[src/rtl/alu_vec_sequencer.sv]
// Flow-controlled wrapper around the combinational vector ALU array:
// serial operand collection, one-cycle execute, registered serial result drain.

module alu_vec_sequencer_lane #(
  parameter int W = 8
) (
  input  logic           clk,
  input  logic           rst,
  input  logic           ld_en_i,
  input  logic           cap_en_i,
  input  logic [W-1:0]   a_i,
  input  logic [W-1:0]   b_i,
  input  logic [2*W-1:0] res_i,
  input  logic [2:0]     flg_i,
  output logic [W-1:0]   a_o,
  output logic [W-1:0]   b_o,
  output logic [2*W-1:0] res_o,
  output logic [2:0]     flg_o
);
  logic [W-1:0]   a_q, b_q;
  logic [2*W-1:0] res_q;
  logic [2:0]     flg_q;

  always_ff @(posedge clk) begin
    if (rst) begin
      a_q   <= '0;
      b_q   <= '0;
      res_q <= '0;
      flg_q <= '0;
    end else begin
      if (ld_en_i) begin
        a_q <= a_i;
        b_q <= b_i;
      end
      if (cap_en_i) begin
        res_q <= res_i;
        flg_q <= flg_i;
      end
    end
  end

  assign a_o   = a_q;
  assign b_o   = b_q;
  assign res_o = res_q;
  assign flg_o = flg_q;
endmodule

module alu_vec_sequencer #(
  parameter  int ALUS_NUM    = 4,
  parameter  int INPUT_WIDTH = 8,
  localparam int LW          = (ALUS_NUM > 1) ? $clog2(ALUS_NUM) : 1
) (
  input  logic                     clk,
  input  logic                     rst,
  input  logic                     in_valid,
  output logic                     in_ready,
  input  logic [INPUT_WIDTH-1:0]   in_a,
  input  logic [INPUT_WIDTH-1:0]   in_b,
  input  logic [3:0]               in_opcode,
  output logic [INPUT_WIDTH-1:0]   alu_a [ALUS_NUM],
  output logic [INPUT_WIDTH-1:0]   alu_b [ALUS_NUM],
  output logic [3:0]               alu_opcode,
  output logic                     alu_enable,
  input  logic [2*INPUT_WIDTH-1:0] alu_result [ALUS_NUM],
  input  logic [ALUS_NUM-1:0]      alu_greater,
  input  logic [ALUS_NUM-1:0]      alu_equal,
  input  logic [ALUS_NUM-1:0]      alu_less,
  output logic                     out_valid,
  input  logic                     out_ready,
  output logic [2*INPUT_WIDTH-1:0] out_result,
  output logic [2:0]               out_flags,
  output logic [LW-1:0]            out_lane,
  output logic                     out_last
);
  typedef enum logic [1:0] {LOAD, EXEC, DRAIN} state_t;

  state_t                   state_q, state_d;
  logic [LW-1:0]            idx_q, idx_d;
  logic [3:0]               op_q, op_d;
  logic                     accept, last_lane;
  logic [2*INPUT_WIDTH-1:0] cap_res [ALUS_NUM];
  logic [2:0]               cap_flg [ALUS_NUM];

  assign last_lane  = (idx_q == LW'(ALUS_NUM - 1));
  assign in_ready   = (state_q == LOAD) && !rst;
  assign accept     = in_valid && in_ready;
  assign alu_enable = (state_q == EXEC) && !rst;
  assign out_valid  = (state_q == DRAIN) && !rst;
  assign alu_opcode = op_q;

  always_comb begin
    state_d = state_q;
    idx_d   = idx_q;
    op_d    = op_q;
    case (state_q)
      LOAD: if (accept) begin
        if (idx_q == '0) op_d = in_opcode;
        if (last_lane) begin
          idx_d   = '0;
          state_d = EXEC;
        end else begin
          idx_d = idx_q + LW'(1);
        end
      end
      EXEC: state_d = DRAIN;
      DRAIN: if (out_ready) begin
        if (last_lane) begin
          idx_d   = '0;
          state_d = LOAD;
        end else begin
          idx_d = idx_q + LW'(1);
        end
      end
      default: state_d = LOAD;
    endcase
  end

  always_ff @(posedge clk) begin
    if (rst) begin
      state_q <= LOAD;
      idx_q   <= '0;
      op_q    <= '0;
    end else begin
      state_q <= state_d;
      idx_q   <= idx_d;
      op_q    <= op_d;
    end
  end

  // Capture happens on the single EXEC cycle; outside it the array outputs are ignored.
  for (genvar i = 0; i < ALUS_NUM; i++) begin : g_lane
    alu_vec_sequencer_lane #(.W(INPUT_WIDTH)) u_lane (
      .clk      (clk),
      .rst      (rst),
      .ld_en_i  (accept && (idx_q == LW'(i))),
      .cap_en_i (state_q == EXEC),
      .a_i      (in_a),
      .b_i      (in_b),
      .res_i    (alu_result[i]),
      .flg_i    ({alu_greater[i], alu_equal[i], alu_less[i]}),
      .a_o      (alu_a[i]),
      .b_o      (alu_b[i]),
      .res_o    (cap_res[i]),
      .flg_o    (cap_flg[i])
    );
  end

  always_comb begin
    out_result = '0;
    out_flags  = '0;
    out_lane   = '0;
    out_last   = 1'b0;
    if (out_valid) begin
      out_result = cap_res[idx_q];
      out_flags  = cap_flg[idx_q];
      out_lane   = idx_q;
      out_last   = last_lane;
    end
  end
endmodule

[config.mk]
export PLATFORM = sky130hd
export DESIGN_NAME = alu_vec_sequencer
export DESIGN_NICKNAME = d
export VERILOG_FILES = /design/src/rtl/alu_vec_sequencer.sv
export SDC_FILE = /design/constraint.sdc
export NUM_CORES = 1
export LEC_CHECK = 0
export CAP_MARGIN = 20
export CORE_ASPECT_RATIO = 2
export CORE_MARGIN = 2
export CORE_UTILIZATION = 52
export CTS_BUF_LIST = sky130_fd_sc_hd__clkbuf_2 sky130_fd_sc_hd__clkbuf_4 sky130_fd_sc_hd__clkbuf_8
export DETAILED_ROUTE_END_ITERATION = 8
export GPL_TIMING_DRIVEN = 1
export PLACE_DENSITY_LB_ADDON = 0.3
export SLEW_MARGIN = 20
export SYNTH_ARGS = -nofsm -noshare
export SYNTH_HDL_FRONTEND = slang
export SYNTH_SLANG_ARGS = --single-unit
[constraint.sdc]
create_clock -name clk -period 5.22 [get_ports clk]
set_input_delay 1.566 -clock clk [delete_from_list [all_inputs] [get_ports clk]]
set_output_delay 1.566 -clock clk [all_outputs]
set_load 0.02 [all_outputs]
# Word level (Yosys, flattened, before mapping)
# Cells that the tools add are included.
[op_classes] n_lt_le_gt_ge=1 n_eq_ne=9 n_reduce_logical=15 addsub=1 bitwise_logic=1 n_mux=19
[ops] operator="$mux W16" n=3
[ops] operator="$bmux W16 S2" n=1
[ops] operator="$mux W2" n=8
[ops] operator="$mux W3" n=3
[ops] operator="$logic_and A1 B1 Y1" n=8
[ops] operator="$ne A2 B2 Y1 const B" n=4
[ops] operator="$bmux W3 S2" n=1
[ops] operator="$eq A2 B2 Y1 const B" n=3
[ops] operator="$pmux W2 S3" n=1
[ops] operator="$reduce_and A3 Y1" n=2
[ops] operator="$eq A2 B1 Y1 const B" n=2
[ops] operator="$logic_not A2 Y1" n=2
[ops] operator="$pmux W2 S2" n=1
[ops] operator="$reduce_and A4 Y1" n=1
[ops] operator="$ge A3 B3 Y1 const B" n=1
[ops] operator="$not A2 Y3" n=1
[ops] operator="$add A2 B1 Y2 const B" n=1
[ops] operator="$reduce_bool A2 Y1" n=1
[ops] operator="$logic_not A1 Y1" n=1
[ops] operator="$mux W1" n=1
[word_totals] in_bits=100 elab_cells=65 register_bits=148 out_inout_bits=93

# Depth between registers and ports, before layout
[depth] depth_word=5 ltp_mapped=9 depth_no_buf=5

# Hierarchy
# Synthesis repeated with hierarchy kept, for this count alone.
[hier_totals] cells_unflattened=549 area_unflattened_um2=6072.1
[by_module_without_submodules] module="alu_vec_sequencer_lane" area_per_inst_um2=1258.7 instances=4 cells_per_inst=113 seq_area_each_um2=700.7
[by_module_without_submodules] module="alu_vec_sequencer" area_per_inst_um2=1037.2 instances=1 cells_per_inst=97 seq_area_each_um2=160.2

# Least setup slack after synthesis
# OpenSTA, ideal clock, no wires.
[synth_path] path_type="input-to-output" from="input rst" to="output out_lane[0]" t_arrival_ps=2367 setup_slack_ps=1287 stages=5 n_path_buf=2 t_required_ps=3654 path_cell_list="buf_6 -> inv_1 -> clkbuf_1 -> nand2_1 -> nor2_1"
[synth_via] elab_chain_cells=3
[synth_lines] element="from (decl)" line="54" source="input logic rst,"
[synth_lines] element="$logic_not A1 Y1" line="88" source="assign out_valid = (state_q == DRAIN) && !rst;"
[synth_lines] element="$logic_and A1 B1 Y1" line="88"
[synth_lines] element="$mux W2" line="153" source="if (out_valid) begin"
[synth_lines] element="to (decl)" line="72" source="output logic [LW-1:0] out_lane,"
# Every way passes these cells.

# Final worst setup path
# Same ends and word-level chain as after synthesis.

==> results.ini <==
[routing]
vias_per_cell=5.683
vias=5836
drc_errors=0
wirelength_um=17200
wl_per_cell_um=16.75
drtAntennaViolNets=0
firstDrtPassIters=7
drt_first_iter_violations=362

[cts]
post_cts_buffers=0
clock_latency_ps=440
cts_root_buffer=clkbuf_8
cts_tree=built
numCtsBuffers=17
hold_buffers=0
clkSlewWorstSetupHoldPaths_ps=80
cts.path.max_buffers=2
cts_resized=0
htree_levels=4
cts.sinks=148

[sta]
report.final.slew_viol_count=0
relSlewSlack=0.4359
tns_ps=0
setup_violations=0
hold_viol=0
post-route-min-period_ps=4473
finClkSkew_ps=15.08
worst_slew_pin_slew_ps=846.1
clock.fmax_mhz=223.6
min_period_over_period=0.8570
rsz0062_at_grt=false

[power_and_ir_drop]
p_leak_nw=2.786
ir_drop_mv=0.2496
power.total_mw=2.320
power.density_mw_per_mm2=278.4

[floorplan]
fp-row-count=55
core-area_mm2=0.01129
initial_core_util=0.5331
io_pins=193
die_h_um=156.1
die_x_um=80.07
die-area_mm2=0.01250

[yosys]
ys_types=26
ys_warn_count=0
yosysSeqAreaShare=0.4924
post_synth_mux_area_share=0.07299
synth_nets=826
synth_top_family_by_area=simple AND/OR/NAND/NOR gates
synth_compound_area_frac=0.1826
syn-cell-area_mm2=0.006017
yosys.area_share.adder=0.008318
synthXorXnorAreaFrac=0
synth_area_per_cell_um2=8.334
netlist_instances=722
synth-simple-area-share=0.1874
ys_ff_latch=148

[finish]
final_nets=976
area_growth_pct=38.49
n_fill_cell=862
regArea_mm2=0.002963
multi_input_area_mm2=0.002729
diodes=0
drive_gt1_frac=0.07910

[placement]
io_buffer_count=192
dp_hpwl_um=12190
gp_congestion=0.8287

[global_route]
grt_max_degree=85
antenna_found_initial=0
grtUsageTotal=0.2778
grt_pass1_wl_um=27080
grt_pass1_vias=5675
globalRoute.totalOverflow=0

[flow_run]
cap_violations=0

[critical_path]
endpoint_kind=primary output
cp_data_required_time_ps=3650
path_max_fanout=21
arrival_ps=2910
start_kind=primary input
critPathKind=primary input to primary output

[outcome]
status=finished, final reports clean

[worst_hold_path]
min_path_type=flop to flop

## per-layer routing
layer | track usage | routed length [um]
met5 | 0 | 0
met4 | 0.1396 | 759
met3 | 0.05671 | 963
met2 | 0.5119 | 9620
met1 | 0.2880 | 5854
## placed cells by master, fill, tap and decap left out
| cell type | n |
|---|---|
| nor2b_4 | 1 |
| o21ai_2 | 2 |
| nand3_1 | 68 |
| nand2_1 | 154 |
| clkbuf_4 | 1 |
| and2b_1 | 1 |
| o21ai_0 | 58 |
| a21oi_1 | 145 |
| inv_6 | 4 |
| bufinv_16 | 3 |
| clkinvlp_4 | 5 |
| a21o_1 | 1 |
| buf_12 | 1 |
| o21ai_1 | 8 |
| mux2_2 | 1 |
| or4b_4 | 1 |
| nor3_1 | 2 |
| nor4b_4 | 1 |
| clkdlybuf4s50_1 | 191 |
| ha_1 | 4 |
| clkbuf_8 | 18 |
| buf_4 | 10 |
| dfxtp_1 | 148 |
| nand2b_2 | 1 |
| inv_1 | 8 |
| clkinv_4 | 1 |
| and3_1 | 19 |
| a2111oi_0 | 1 |
| a31o_2 | 1 |
| mux4_2 | 19 |
| nor2_1 | 7 |
## kinds of logic (layout without fill, tap and decap cells)
kind of cell,after synthesis,count (layout)
adder cells (fa/ha/maj),4,4
AO/OA/AOI/OAI,216,216
AND/OR/NAND/NOR,255,255
multiplexers,20,20
buffers and inverters,79,242
flip-flops,148,148
## report_power, final
group / switching, mW / leakage [nW] / internal, mW
combinational: 0.116 / 1.39 / 0.112
sequential: 0.0128 / 1.19 / 1.14
clock: 0.439 / 0.199 / 0.497
total: 0.568 / 2.79 / 1.75
## cell usage after synthesis
cell | n | area share
nand2_1 | 154 | 0.096
dfxtp_1 | 148 | 0.49
a21oi_1 | 145 | 0.12
nand3_1 | 68 | 0.057
o21ai_0 | 58 | 0.048
clkbuf_1 | 51 | 0.032
and3_1 | 19 | 0.020
mux4_2 | 19 | 0.071
buf_2 | 16 | 0.013
inv_1 | 8 | 0.0050
o21ai_1 | 8 | 0.0067
nor2_1 | 7 | 0.0044
ha_1 | 4 | 0.0083
buf_6 | 3 | 0.0056
nor3_1 | 2 | 0.0017
o21ai_2 | 2 | 0.0029
a2111oi_0 | 1 | 0.0015
a21o_1 | 1 | 0.0012
a31o_2 | 1 | 0.0015
and2b_1 | 1 | 0.0012
buf_1 | 1 | 0.00062
mux2_2 | 1 | 0.0019
nand2b_1 | 1 | 0.0010
nor2b_1 | 1 | 0.0010
nor4b_4 | 1 | 0.0040
or4b_1 | 1 | 0.0017
## flip-flops by register name (all words and copies together), names as in the netlist
name	flops
alu_opcode	4
g_lane.u_lane.a_o	32
g_lane.u_lane.res_o	64
g_lane.u_lane.flg_o	12
idx_q	2
g_lane.u_lane.b_o	32
state_q	2
## stage by stage
step	util	cell area, um2	instances	setup slack [ps]	hold slack, ps
detailed placement	0.7002	7903	995	760.1	445.0
floorplan	-	6017	722	1287	433.1
finish	0.7384	8333	1027	746.7	455.1
CTS	0.7380	8329	1027	753.8	458.8
global placement	0.7002	7903	995	808.2	439.2
global route	0.7384	8333	1027	646.9	470.6
## path summary, 6_finish.rpt
check             depth (start not counted)                                   start                                      to  slack [ps]
setup / recovery                          6                                     rst                             out_lane[0]         750
hold / removal                            2  g_lane[0].u_lane.res_o[5]$_SDFFE_PP0N_  g_lane[0].u_lane.res_o[5]$_SDFFE_PP0N_         460
hold reg to reg                           2  g_lane[0].u_lane.res_o[5]$_SDFFE_PP0N_  g_lane[0].u_lane.res_o[5]$_SDFFE_PP0N_         460
setup reg to reg                          5                   idx_q[1]$_SDFFE_PP0P_    g_lane[0].u_lane.a_o[4]$_SDFFE_PP0P_        2560
## layout make-up
type / count / share of cell area
Multi-Input combinational cell: 495 / 0.3275
Clock buffer: 19 / 0.03063
Tap cell: 142 / 0.02132
Timing Repair Buffer: 202 / 0.2408
Inverter: 8 / 0.003604
Sequential cell: 148 / 0.3556
Clock inverter: 13 / 0.02057
## worst max-delay path, stage by stage
cell and delay (ps):
buf_4 120, inv_1 50, buf_4 240, nand2_1 160
nor2_1 150, clkdlybuf4s50_1 620
Note: power is estimated with default switching activity, not from simulation.
